<file path="src/rtl/dram_stream_reader_pkg.sv">
// dram_stream_reader_pkg: shared FSM encodings and address-width helper for the dram read engine
package dram_stream_reader_pkg;
  localparam logic [0:0] ST_IDLE   = 1'b0;
  localparam logic [0:0] ST_STREAM = 1'b1;
  function automatic int addr_width(input int depth);
    return $clog2(depth) + 1;
  endfunction
endpackage

</file>
<file path="src/rtl/dram_stream_reader.sv">
// dram_stream_reader: streams a burst from a dram async read port onto an AXI4-Stream master
module dram_stream_reader
  import dram_stream_reader_pkg::*;
#(
  parameter int FIFO_SIZE = 1024,
  parameter int BIT_WIDTH = 32,
  localparam int AW = addr_width(FIFO_SIZE)
) (
  input  logic                 clk,
  input  logic                 rst_n,
  input  logic                 start,
  input  logic [AW-1:0]        start_addr,
  input  logic [AW-1:0]        length,
  output logic                 busy,
  output logic                 done,
  output logic                 err,
  output logic [AW-1:0]        dram_raddr,
  input  logic [BIT_WIDTH-1:0] dram_dout,
  output logic [BIT_WIDTH-1:0] m_axis_tdata,
  output logic                 m_axis_tvalid,
  input  logic                 m_axis_tready,
  output logic                 m_axis_tlast
);
  localparam logic [AW-1:0] DEPTH = AW'(FIFO_SIZE);
  localparam logic [AW-1:0] LAST  = AW'(FIFO_SIZE - 1);
  logic [0:0]    state;
  logic [AW-1:0] remaining;
  logic          ld, hs, bad;
  assign hs  = m_axis_tvalid && m_axis_tready;
  assign ld  = (remaining != '0) && (!m_axis_tvalid || m_axis_tready);
  assign bad = (start_addr >= DEPTH) || (length > DEPTH);
  always_ff @(posedge clk) begin
    if (!rst_n) begin
      state         <= ST_IDLE;
      busy          <= 1'b0;
      done          <= 1'b0;
      err           <= 1'b0;
      dram_raddr    <= '0;
      remaining     <= '0;
      m_axis_tdata  <= '0;
      m_axis_tvalid <= 1'b0;
      m_axis_tlast  <= 1'b0;
    end else begin
      done <= 1'b0;
      err  <= 1'b0;
      if (state == ST_IDLE) begin
        if (start) begin
          if (bad) begin
            done <= 1'b1;
            err  <= 1'b1;
          end else if (length == '0) begin
            done <= 1'b1;
          end else begin
            state      <= ST_STREAM;
            dram_raddr <= start_addr;
            remaining  <= length;
            busy       <= 1'b1;
          end
        end
      end else if (hs && m_axis_tlast) begin
        m_axis_tvalid <= 1'b0;
        m_axis_tlast  <= 1'b0;
        busy          <= 1'b0;
        done          <= 1'b1;
        state         <= ST_IDLE;
      end else if (ld) begin
        // dram_dout is combinational from dram_raddr, so the word is captured the same cycle
        m_axis_tdata  <= dram_dout;
        m_axis_tvalid <= 1'b1;
        m_axis_tlast  <= (remaining == AW'(1));
        remaining     <= remaining - AW'(1);
        dram_raddr    <= (dram_raddr == LAST) ? '0 : dram_raddr + AW'(1);
      end else if (hs) begin
        m_axis_tvalid <= 1'b0;
      end
    end
  end
endmodule

</file>
<file path="config.mk">
export PLATFORM = sky130hd
export DESIGN_NAME = dram_stream_reader
export DESIGN_NICKNAME = d
export VERILOG_FILES = /design/src/rtl/dram_stream_reader_pkg.sv /design/src/rtl/dram_stream_reader.sv
export SDC_FILE = /design/constraint.sdc
export NUM_CORES = 1
export LEC_CHECK = 0
export CORE_MARGIN = 3
export CORE_UTILIZATION = 40
export DETAILED_ROUTE_END_ITERATION = 10
export PLACE_DENSITY_LB_ADDON = 0.15
export SKIP_LAST_GASP = 1
export SLEW_MARGIN = 40
export SYNTH_ARGS = -nofsm -noshare
export SYNTH_HDL_FRONTEND = slang
export SYNTH_SLANG_ARGS = --single-unit
</file>
<file path="constraint.sdc">
create_clock -name clk -period 2.05 [get_ports clk]
set_input_delay 0.41 -clock clk [delete_from_list [all_inputs] [get_ports clk]]
set_output_delay 0.41 -clock clk [all_outputs]
set_load 0.02 [all_outputs]
</file>
==> impl_results.rst <==
.. list-table::
   :header-rows: 1

   * - Metric
     - Value
   * - Status
     - finished, final reports clean
   * - Most used flip-flop cell after synthesis
     - dfxtp_1
   * - Summed instance area of the synthesized netlist
     - 3162 um^2
   * - Number of design-rule violations left by the first detailed-router iteration
     - 139
   * - Count of inserted antenna diode cells
     - 0
   * - Least-Margin Pin Slew
     - 0.4784 ns
   * - Cell total after placement
     - between 500 and 600
   * - Number of flops mapped to enable cells by yosys
     - 0
   * - Half-perimeter wire length after detailed placement
     - 6443 um
   * - Max clock buf depth
     - 2
   * - Final-report max-slew violation count
     - 0
   * - Top cell type's share of synthesized area
     - 0.3799
   * - Core Rows
     - 31
   * - Average wire per cell in the routed design
     - 15.24 um
   * - Required arrival time at the worst endpoint
     - between 2 and 2.5 ns
   * - Top fanout value on the critical path
     - 8
   * - Wire length of the first global-routing pass
     - 14500 um
   * - Total CTS buffers
     - 9
   * - Detailed Routing Iterations Pass 1
     - 4
   * - Routed wire length
     - a little over 9000 um
   * - LEAKAGE
     - 0.001665 uW
   * - Core Region
     - 7447 um^2
   * - Smallest hold slack
     - 0.4579 ns
   * - Most common library cells after synthesis
     - 63 x nand2_1, 60 x dfxtp_1, 30 x a21oi_1
   * - Global route total overflow
     - 0
   * - Total of buffers placed on input and output ports
     - 105
   * - Post-synthesis cell type count
     - 58
   * - Number of warnings reported in the yosys synthesis log
     - 0
   * - Global-route total usage across every layer
     - 0.2030
   * - Crit path arrival time
     - 2.24 ns
   * - Basic-gate share of the synthesized area counting and, or, nand and nor cells
     - 0.2374
   * - Setup TNS
     - 0 ns
   * - TritonCTS sink count
     - 60
   * - Post-synthesis async set-or-reset flop share
     - 0
   * - CTS H-tree lvls
     - 3
   * - Via count of the first global-routing pass
     - 3097
   * - Crit Path Class
     - primary input to flip-flop
   * - Share of post-route cells with drive strength above 1
     - 0.2704
   * - Clk Tree Root Cell
     - clkbuf_8
   * - Final ANT Viol Nets
     - 0
   * - Buffers inserted by post-CTS timing repair
     - 0
   * - Die Outline Area
     - between 9000 and 10000 um^2
   * - Share of synthesized area occupied by flip-flops and latches
     - 0.3799
   * - Sum of internal, switching and leakage power
     - 3153 uW
   * - Avg Cell Area, Syn
     - 8.710 um^2
   * - Fin cells
     - 602
   * - FF+latch count, synth
     - 60
   * - Nature of the critical path startpoint
     - primary input
   * - Tightest Hold Check Type
     - flip-flop to flip-flop
   * - Placer Congestion
     - 0.8632
   * - Unrepaired setup endpoints after global routing
     - yes
   * - Total number of vias
     - ~3200
   * - Xor and xnor area share after synthesis
     - 0.005540
   * - Die Ht
     - 94.91 um
   * - Detail-routed via count per cell
     - 5.334
   * - Synthesized-area fraction occupied by ao, oa, aoi and oai cells
     - 0.2778
   * - Main area contributors after synthesis
     - dfxtp_1 38%, a21oi_2 8.0%, nand2_1 7.5%
   * - Adder-cell share of the synthesized area
     - 0.01583
   * - Final Setup Violations
     - 0
   * - Effective utilization at floorplan
     - 0.4246
   * - PD cells
     - approximately 660 nW/um^2
   * - DRC violation count after routing
     - 0
   * - Cell taking the most area after synthesis
     - dfxtp_1
   * - Synthesized netlist net count
     - 425
   * - Area Growth Syn to Fin
     - 50.73%
   * - Hold Violations, Final
     - 0
   * - Final Net Count
     - 560
   * - # fillers
     - 640
   * - Final worst-path cycle share
     - 0.9827
   * - Worst voltage drop across the vdd grid
     - 0.3942 mV
   * - Clock-pin slew on the worst setup and hold paths
     - 0.07 ns
   * - Most instantiated library cell after synthesis
     - nand2_1
   * - Maximum number of pins on one net before global-route repair
     - 55
   * - Number of max-cap violations
     - 0
   * - Number of antenna violations at the first check in global routing
     - 0
   * - Final clock skew
     - 0.01258 ns
   * - Largest family of logic cells by synthesized area
     - compound AO/OA/AOI/OAI gates
   * - Horiz. Die Dim
     - about 95 um
   * - Cells after Synth
     - roughly 360
   * - Rel. slew slack
     - 0.6804
   * - Achievable clock frequency
     - roughly 500 MHz
   * - Clock tree from TritonCTS
     - done
   * - Top-level I/O count
     - 106
   * - Endpoint kind of the worst setup timing path
     - flip-flop
   * - Multiplexer share of the synthesized area
     - 0.01820
   * - Clk Latency, worst-skew pair
     - around 0.34 ns
   * - Time the final worst path needs with I/O delays and setup
     - 2.015 ns
[final timing paths]
path                                         end  depth (start not counted)  slack, ns              from
worst max-delay path               dram_raddr[6]                          8       0.04         length[2]
worst min-delay path            m_axis_tdata[15]                          2       0.46  m_axis_tdata[15]
worst max register to register     dram_raddr[8]                          7       0.18     dram_raddr[1]
worst min register to register  m_axis_tdata[15]                          2       0.46  m_axis_tdata[15]
[power breakdown]
part / total [uW] / internal (uW) / switching, uW
sequential: 1280 / 1230 / 55.1
combinational: 768 / 388 / 379
clock: 1100 / 624 / 479
[cells by family after synthesis]
logic type                 after synthesis
and+or+nand+nor                        146
AOI/OAI and AO/OA                      115
DFF                                     60
buffers and inverters                   32
muxes                                    4
adders and majority gates                4
xor gates and xnor gates                 2
[layout make-up]
cell class	count	area, um^2	share of cell area
timing repair buffer	147	1441	0.3024
clock buffer	12	155.1	0.03255
clock inverter	4	47.55	0.009976
inverter	9	33.78	0.007088
sequential	60	1201	0.2520
multi-input combinational	271	1763	0.3699
tap	99	123.9	0.02599
[what timing repair did]
action / in CTS / in global routing
hold buffers: 0 / 0
setup endpoints to repair: 0 / 8
resized for setup: 0 / 1
[metrics by stage]
| step | utilization | cell area (um^2) | worst slack (ns) |
|---|---|---|---|
| after floorplan | - | 3162 | 0.1439 |
| after global placement | 0.6116 | 4554 | -0.2373 |
| after detailed placement | 0.6116 | 4554 | -0.3209 |
| after CTS | 0.6388 | 4757 | 0.03177 |
| after global routing | 0.6400 | 4766 | -0.01700 |
| final | 0.6400 | 4766 | 0.03540 |
[worst max-delay path: stages]
cell	delay, ns
clkdlybuf4s50_1	0.47
nor4_4	0.32
nand3_2	0.15
buf_4	0.18
mux2i_4	0.18
buf_4	0.19
nand2_4	0.10
a32o_1	0.23
[routing by layer]
metal,GRT usage,share of wire
met3,0.07729,0.089
met4,0.08173,0.013
met2,0.3259,0.48
met1,0.2438,0.42
met5,0,0
[placed cells by master (no fill, tap or decap), types with 2 or more instances in the layout]
cell / n
ha_1: 4
a221oi_2: 2
nor3_1: 6
clkinv_2: 2
mux2i_1: 2
nor3b_1: 2
o31ai_1: 3
o32ai_1: 8
nand4_1: 2
buf_4: 36
nand3b_1: 2
nor2_1: 16
a32o_1: 3
nor2b_1: 4
clkdlybuf4s50_1: 105
buf_12: 6
clkbuf_8: 11
nand3_1: 5
dfxtp_1: 60
nor4_2: 2
a22oi_1: 9
o22ai_1: 5
a21oi_2: 29
o21ai_0: 11
o32ai_2: 2
nor4_1: 4
nand2_1: 63
inv_1: 8
a21oi_1: 30
nand2_2: 29
and3_1: 2
[flip-flops by register name (all words and copies together) (netlist names)]
name and flops:
done 1, state 1, err 1, m_axis_tlast 1, busy 1, remaining 11, dram_raddr 11, m_axis_tvalid 1
m_axis_tdata 32
Note: power is estimated with default switching activity, not from simulation.
